**config.mk**
```make
export PLATFORM = sky130hd
export DESIGN_NAME = ibex_trace_capture_ctrl
export DESIGN_NICKNAME = d
export VERILOG_FILES = /design/src/rtl/ibex_trace_capture_ctrl.sv
export SDC_FILE = /design/constraint.sdc
export NUM_CORES = 1
export LEC_CHECK = 0
export CORE_MARGIN = 2
export CORE_UTILIZATION = 58
export DETAILED_ROUTE_END_ITERATION = 7
export PLACE_DENSITY = 0.8
export SETUP_SLACK_MARGIN = 0.1
export SLEW_MARGIN = 20
export SYNTH_ARGS = -nofsm -noshare
export SYNTH_HDL_FRONTEND = slang
export SYNTH_SLANG_ARGS = --single-unit
```
**constraint.sdc**
```tcl
create_clock -name clk_i -period 16.65 [get_ports clk_i]
set_input_delay 3.33 -clock clk_i [delete_from_list [all_inputs] [get_ports clk_i]]
set_output_delay 3.33 -clock clk_i [all_outputs]
set_load 0.02 [all_outputs]
```
**src/rtl/ibex_trace_capture_ctrl.sv**
```systemverilog
// ibex_trace_capture_ctrl
//   Triggered capture controller for the RVFI retirement stream. An arm/trigger/stop
//   FSM decides which retirements are captured. Captured records go into a FIFO that
//   a single valid/ready trace sink drains. Records that arrive while the FIFO is full
//   are counted as drops.
//
//   Optional feature (macro IBEX_TRACE_CAPTURE_TS_EN): a free-running 32-bit cycle
//   counter. Its value in the push cycle becomes the record MSBs (record width 134).
//   When the macro is undefined there is no counter and the record width is 102.
//
// Ports
//   clk_i, rst_ni          clock, asynchronous active-low reset
//   rvfi_*                 retirement record inputs (valid, pc, insn, trap, rd addr/data)
//   arm_i, stop_i          control pulses (arm from IDLE; stop capture or disarm)
//   trig_any_i, trig_pc_i  trigger select: first retirement, or retirement at trig_pc_i
//   trace_valid_o/ready_i  sink handshake for the FIFO head
//   trace_rec_o            head record {[ts,] trap, rd_wdata, rd_addr, insn, pc}
//   state_o                IDLE=0 ARMED=1 CAPTURE=2 DRAIN=3
//   drop_cnt_o             saturating count of records lost to a full FIFO
//   overflow_o             sticky drop flag, cleared on arm
module ibex_trace_capture_ctrl #(
    parameter int unsigned Depth      = 8,
    parameter int unsigned CaptureLen = 0,
    parameter int unsigned DropCntW   = 16
) (
    input  logic                clk_i,
    input  logic                rst_ni,
    input  logic                rvfi_valid,
    input  logic [31:0]         rvfi_pc_rdata,
    input  logic [31:0]         rvfi_insn,
    input  logic                rvfi_trap,
    input  logic [4:0]          rvfi_rd_addr,
    input  logic [31:0]         rvfi_rd_wdata,
    input  logic                arm_i,
    input  logic                stop_i,
    input  logic                trig_any_i,
    input  logic [31:0]         trig_pc_i,
    output logic                trace_valid_o,
    input  logic                trace_ready_i,
`ifdef IBEX_TRACE_CAPTURE_TS_EN
    output logic [133:0]        trace_rec_o,
`else
    output logic [101:0]        trace_rec_o,
`endif
    output logic [1:0]          state_o,
    output logic [DropCntW-1:0] drop_cnt_o,
    output logic                overflow_o
);

`ifdef IBEX_TRACE_CAPTURE_TS_EN
    localparam int unsigned RW = 134;
`else
    localparam int unsigned RW = 102;
`endif
    localparam int unsigned AW = $clog2(Depth);

    typedef enum logic [1:0] {
        IDLE    = 2'd0,
        ARMED   = 2'd1,
        CAPTURE = 2'd2,
        DRAIN   = 2'd3
    } state_e;

    state_e                state_q;
    logic [RW-1:0]         mem_q [Depth];
    logic [AW:0]           wptr_q, rptr_q;
    logic [31:0]           cap_cnt_q;
    logic [DropCntW-1:0]   drop_cnt_q;
    logic                  overflow_q;

    logic                  empty, full, pop, push_req, push, drop;
    logic                  is_trig, cap_open, len_hit;
    logic [31:0]           cap_cnt_inc;
    logic [RW-1:0]         push_rec;

`ifdef IBEX_TRACE_CAPTURE_TS_EN
    logic [31:0] ts_q;

    always_ff @(posedge clk_i or negedge rst_ni) begin
        if (!rst_ni) begin
            ts_q <= '0;
        end else begin
            ts_q <= ts_q + 32'd1;
        end
    end

    assign push_rec = {ts_q, rvfi_trap, rvfi_rd_wdata, rvfi_rd_addr, rvfi_insn, rvfi_pc_rdata};
`else
    assign push_rec = {rvfi_trap, rvfi_rd_wdata, rvfi_rd_addr, rvfi_insn, rvfi_pc_rdata};
`endif

    assign empty = (wptr_q == rptr_q);
    assign full  = (wptr_q[AW] != rptr_q[AW]) && (wptr_q[AW-1:0] == rptr_q[AW-1:0]);
    assign pop   = !empty && trace_ready_i;

    assign is_trig     = rvfi_valid && (trig_any_i || (rvfi_pc_rdata == trig_pc_i));
    assign cap_cnt_inc = (cap_cnt_q == '1) ? cap_cnt_q : cap_cnt_q + 32'd1;
    // With a length limit, capture stays open only while the limit is not yet reached.
    assign cap_open    = (CaptureLen == 0) || (cap_cnt_q < CaptureLen);
    assign len_hit     = (CaptureLen != 0) && (cap_cnt_inc >= CaptureLen);

    // Stop beats a same-cycle trigger in ARMED, but not a same-cycle retirement in CAPTURE.
    assign push_req = ((state_q == ARMED) && !stop_i && is_trig) ||
                      ((state_q == CAPTURE) && rvfi_valid && cap_open);
    assign push     = push_req && (!full || pop);
    assign drop     = push_req && full && !pop;

    always_ff @(posedge clk_i) begin
        if (push) begin
            mem_q[wptr_q[AW-1:0]] <= push_rec;
        end
    end

    always_ff @(posedge clk_i or negedge rst_ni) begin
        if (!rst_ni) begin
            state_q    <= IDLE;
            wptr_q     <= '0;
            rptr_q     <= '0;
            cap_cnt_q  <= '0;
            drop_cnt_q <= '0;
            overflow_q <= 1'b0;
        end else begin
            if (push) begin
                wptr_q <= wptr_q + (AW+1)'(1);
            end
            if (pop) begin
                rptr_q <= rptr_q + (AW+1)'(1);
            end
            if (push_req) begin
                cap_cnt_q <= cap_cnt_inc;
            end
            if (drop) begin
                overflow_q <= 1'b1;
                if (drop_cnt_q != '1) begin
                    drop_cnt_q <= drop_cnt_q + DropCntW'(1);
                end
            end
            unique case (state_q)
                IDLE: begin
                    if (arm_i) begin
                        state_q    <= ARMED;
                        cap_cnt_q  <= '0;
                        drop_cnt_q <= '0;
                        overflow_q <= 1'b0;
                    end
                end
                ARMED: begin
                    if (stop_i) begin
                        state_q <= IDLE;
                    end else if (is_trig) begin
                        state_q <= CAPTURE;
                    end
                end
                CAPTURE: begin
                    if (stop_i || !cap_open || (push_req && len_hit)) begin
                        state_q <= DRAIN;
                    end
                end
                DRAIN: begin
                    if (empty) begin
                        state_q <= IDLE;
                    end
                end
                default: state_q <= IDLE;
            endcase
        end
    end

    assign trace_valid_o = !empty;
    assign trace_rec_o   = empty ? '0 : mem_q[rptr_q[AW-1:0]];
    assign state_o       = state_q;
    assign drop_cnt_o    = drop_cnt_q;
    assign overflow_o    = overflow_q;

endmodule
```
Word-level counts from Yosys, hierarchy flattened
Memory sizes are Yosys's and may differ from the RTL's.
Index checks and enable logic that the tools add are counted.
{"block": "totals", "ram_bits": 816, "elab_cells": 55, "reg_bits": 27, "in_bits": 141, "memories": 1}
{"name": "mem_q", "depth": 8, "word_bits": 102, "rd": 1, "rd_clocked_by_memory_dff": 0, "write_ports": 1, "line": "65", "source": "logic [RW-1:0] mem_q [Depth];"}
{"block": "op_classes", "reduce_logical": 18, "eq_ne": 12, "add_sub_neg": 3, "n_mux": 16}
{"op": "$mux 102", "count": 1}
{"op": "$mux 16", "count": 4}
{"op": "$eq 32x32->1", "count": 1}
{"op": "$add 16x1->16 const B", "count": 1}
{"op": "$ne 16x16->1 const B", "count": 1}
{"op": "$mux 2", "count": 5}
{"op": "$logic_and 1x1->1", "count": 9}
{"op": "$add 4x1->4 const B", "count": 2}
{"op": "$pmux 2 s4", "count": 1}
{"op": "$ne 2x2->1 const B", "count": 3}
{"op": "$mux 1", "count": 5}
{"op": "$eq 2x2->1 const B", "count": 2}
{"op": "$eq 4x4->1", "count": 1}
{"op": "$logic_not 1->1", "count": 4}
{"op": "$reduce_and 4->1", "count": 1}
{"op": "$eq 3x3->1", "count": 1}
{"op": "$logic_or 1x1->1", "count": 3}
{"op": "$ne 3x3->1 const B", "count": 1}
{"op": "$eq 2x1->1 const B", "count": 1}
{"op": "$logic_not 2->1", "count": 1}
{"op": "$ne 1x1->1", "count": 1}

Depth between registers and ports, before layout
{"block": "logic_depth", "word_depth": 10, "ltp_mapped": 8}

Least setup slack after synthesis
No wires, ideal clock.
{"block": "synth_timing", "path_type": "in2reg", "startpoint": "input trig_pc_i[25]", "endpoint": "memory mem_q[1][0] (enable)", "setup_ps": 850, "t_arrival_ps": 15031, "stages": 6, "slack_ps": 769, "required_time_ps": 15800, "path_cell_list": "xor2_1 > nor4_1 > nand4_1 > o31ai_1 > nand2_1 > nor4b_1"}
{"block": "synth_between", "elab_chain_len": 8}
{"item": "from (decl)", "line": "37", "source": "input logic [31:0] trig_pc_i,"}
{"item": "$eq 32x32->1", "line": "96", "source": "assign is_trig = rvfi_valid && (trig_any_i || (rvfi_pc_rdata == trig_pc_i));"}
{"item": "$logic_or 1x1->1", "line": "96"}
{"item": "$logic_and 1x1->1", "line": "96"}
{"item": "$logic_and 1x1->1", "line": "103", "source": "assign push_req = ((state_q == ARMED) && !stop_i && is_trig) ||"}
{"item": "$logic_or 1x1->1", "line": "103"}
{"item": "$logic_and 1x1->1", "line": "105", "source": "assign push = push_req && (!full || pop);"}
{"item": "$mux 1", "line": "109", "source": "if (push) begin"}
{"item": "$mux 1 (implied by the code)", "line": "110", "source": "mem_q[wptr_q[AW-1:0]] <= push_rec;"}
{"item": "to (decl)", "line": "65"}
No other way between the ends.

Worst setup path in the final report
{"block": "layout_timing", "startpoint": "input rvfi_pc_rdata[29]", "endpoint": "memory mem_q[6][67] (enable)"}
{"block": "layout_between", "elab_chain_len": 8}
{"item": "from (decl)", "line": "29", "source": "input logic [31:0] rvfi_pc_rdata,"}
{"item": "$eq 32x32->1", "line": "96"}
{"item": "$logic_or 1x1->1", "line": "96"}
{"item": "$logic_and 1x1->1", "line": "96"}
{"item": "$logic_and 1x1->1", "line": "103"}
{"item": "$logic_or 1x1->1", "line": "103"}
{"item": "$logic_and 1x1->1", "line": "105"}
{"item": "$mux 1", "line": "109"}
{"item": "$mux 1 (implied by the code)", "line": "110"}
No other way between the ends.

==> out/qor.yml <==
status: "complete, no violations"
drt_iter0_markers: 1613
yosysUniqueCellTypes: 44
stdcell_count: 2632
clk_path_buf_depth: 3
firstDrtPassIters: 5
crit_end: "mem_q[6][67]$_DFFE_PP_"
tns_ns: 0
worst_ep_arrival_time_ns: 8.37
reg2reg_from: "state_o[0]$_DFFE_PN0P_"
worst_setup_path_end_kind: "flop"
vias: 16194
die_h_um: 242
synth.ff_latch_count: 843
rows: 87
clk_latency_ns: 0.61
area_growth_syn_to_layout_pct: 18.9
dpl.cell_count: 2480
die_x_um: 242
rsz0062_at_grt: "false"
hpwl_um: 38600
syn_nets: 1656
fin_util: 0.694
fin_crit_sh: 0.488
r2r_cells: 8
final_antenna_net_count: 0
slew_headroom: 0.242
critical_path_class: "in -> reg"
max_freq_mhz: 123
crit_fanout: 56
ys_dominant_reg_cell: "edfxtp_1"
drv_cap: 0
min_path_type: "reg -> reg"
grt_usage: 0.251
hold_viol: 0
die-area_sq_um: 58400
placed_area_sq_um: 36300
cts_setup_buffers: 0
cts_buffers: 80
routabilityCongestion: 0.780
cts_root_buffer: "clkbuf_16"
start_util: 0.584
netlist_instances: 1512
synth-edff-count: 816
htreeDepth: 3
via_per_inst: 6.15
hold_buffers: 0
grt_overflow_total: 0
wl_per_cell_um: 27.5
final_area_sq_um: 38900
grtUsageMet1: 0.340
cts_sinks: 843
use_met3: 0.0491
r2r_end: "mem_q[6][67]$_DFFE_PP_"
io_pins: 263
setup.worst_path.start: "rvfi_pc_rdata[29]"
cp.required_ns: 16.89
p_leak_uw: 0.0128
first_global_vias: 16926
yosysWarnings: 0
peakVddDrop_v: 0.000199
r2r_slack_ns: 12.05
drive_gt1_frac: 0.200
fin_worst_skew_ns: 0.0158
grt_max_degree: 178
grt_use_met2: 0.415
core-area_sq_um: 56100
grt_first_pass_wirelength_um: 108000
worst_slew_pin_slew_ns: 1.14
wl_um: 72300
fin_crit_ns: 8.13
nets: 1951
finalSetupViolations: 0
antenna_found_initial: 11
portBuffers: 262
drc_errors: 0
ctsResizeCount: 0
path_clk_slew_ns: 0.06
top_usage_layer: "met2"
p_per_area_nw_per_um2: 174
cts_tree: "yes"
async_reset_ff_frac: 0.0320
start_kind: "input port"
syn_area_per_cell_sq_um: 21.7
slew_viol_final: 0
synth_area_sq_um: 32700
ys_seq_area_frac: 0.769
-- power by group --
group,switching [uW],internal (uW),total (uW)
clock,755,1050,1810
combinational,1270,1110,2390
sequential,93.2,2480,2570
total,2120,4640,6770
-- placed cells by master (no fill, tap or decap), drive strengths merged, types with 3 or more instances in the layout --
master | netlist | layout
a211oi | 3 | 3
a21oi | 3 | 3
a31oi | 3 | 3
and2 | 3 | 3
buf | 38 | 29
bufinv | 0 | 8
clkbuf | 40 | 99
clkdlybuf4s50 | 0 | 262
clkinv | 0 | 32
clkinvlp | 0 | 3
dfrtp | 27 | 27
diode | 0 | 7
edfxtp | 816 | 816
ha | 3 | 3
inv | 6 | 8
mux2i | 111 | 111
mux4 | 204 | 204
nand2 | 22 | 22
nand3 | 13 | 13
nand4 | 7 | 7
nor2 | 109 | 109
nor3 | 8 | 8
nor3b | 4 | 4
nor4 | 10 | 10
nor4b | 4 | 4
o21ai | 4 | 4
or2 | 7 | 7
or3 | 4 | 4
xnor2 | 8 | 8
xor2 | 34 | 34
-- final cells by class --
type	count	area, sq um
Inverter	6	25.0
Timing Repair Buffer	291	2870
Multi-Input combinational cell	585	7270
Sequential cell	843	25200
Clock inverter	45	420
Antenna cell	7	17.5
Tap cell	756	946
Fill cell	3289	17100
Clock buffer	99	2180
-- per-layer routing --
layer	vias up	wire length, um
met5	-	92
met4	12	1820
met3	129	5270
met2	691	37000
met1	8538	28100
li1	6824	-
-- per-stage QoR --
step	hold slack, ns	setup slack [ns]	total power (uW)
6_report	0.501	8.52	6770
5_1_grt	0.529	8.27	7020
4_1_cts	0.501	8.14	6800
3_5_place_dp	0.483	7.99	4990
3_3_place_gp	0.477	8.08	4970
2_1_floorplan	0.462	0.769	4080
-- critical path: stages --
cell	delay, ns
clkdlybuf4s50_1	0.70
xor2_1	0.22
nor4_1	0.49
nand4_1	0.30
o31ai_1	0.31
buf_4	0.25
nand3_1	0.22
nor3b_2	0.91
buf_4	0.92
buf_4	0.67
-- state kept, by name (all words and copies together) (netlist names), named ones only --
name / flops
state_o: 1
mem_q: 816
rptr_q: 4
wptr_q: 4
drop_cnt_o: 16
overflow_o: 1
-- cells by family (layout without fill, tap and decap cells) --
kind of cell / Yosys count / count (layout) / synth area share
xor+xnor: 42 / 42 / 0.0112
flops: 843 / 843 / 0.769
buf+inv: 84 / 441 / 0.0102
compound gates: 24 / 24 / 0.00516
mux: 317 / 317 / 0.175
fa+ha+maj: 3 / 3 / 0.00115
other cells: 0 / 7 / 0
simple gates: 199 / 199 / 0.0282
-- synth_stat cells, types with 8 or more instances --
cell      number  area, sq um
nor2_1       109          409
nor4_1        10         62.6
buf_1         22         82.6
xor2_1        34          298
nand2_1       22         82.6
mux2i_1      111         1110
buf_2         16         80.1
clkbuf_1      40          150
mux4_2       204         4590
dfrtp_1       27          676
xnor2_1        8         70.1
edfxtp_1     816        24500
nand3_1       13         65.1
-- worst min-delay path by stage --
| stage | startpoint | to | slack (ns) | cells past startpoint |
|---|---|---|---|---|
| after floorplan | rptr_q[3]$_DFFE_PN0P_ | rptr_q[3]$_DFFE_PN0P_ | 0.46 | 1 |
| after global placement | rptr_q[3]$_DFFE_PN0P_ | rptr_q[3]$_DFFE_PN0P_ | 0.48 | 1 |
| after detailed placement | wptr_q[3]$_DFFE_PN0P_ | wptr_q[3]$_DFFE_PN0P_ | 0.48 | 1 |
| after CTS | overflow_o$_DFF_PN0_ | overflow_o$_DFF_PN0_ | 0.50 | 1 |
| after global routing | rptr_q[3]$_DFFE_PN0P_ | rptr_q[3]$_DFFE_PN0P_ | 0.53 | 1 |
| final | overflow_o$_DFF_PN0_ | overflow_o$_DFF_PN0_ | 0.50 | 1 |
Note: power is estimated with default switching activity, not from simulation.
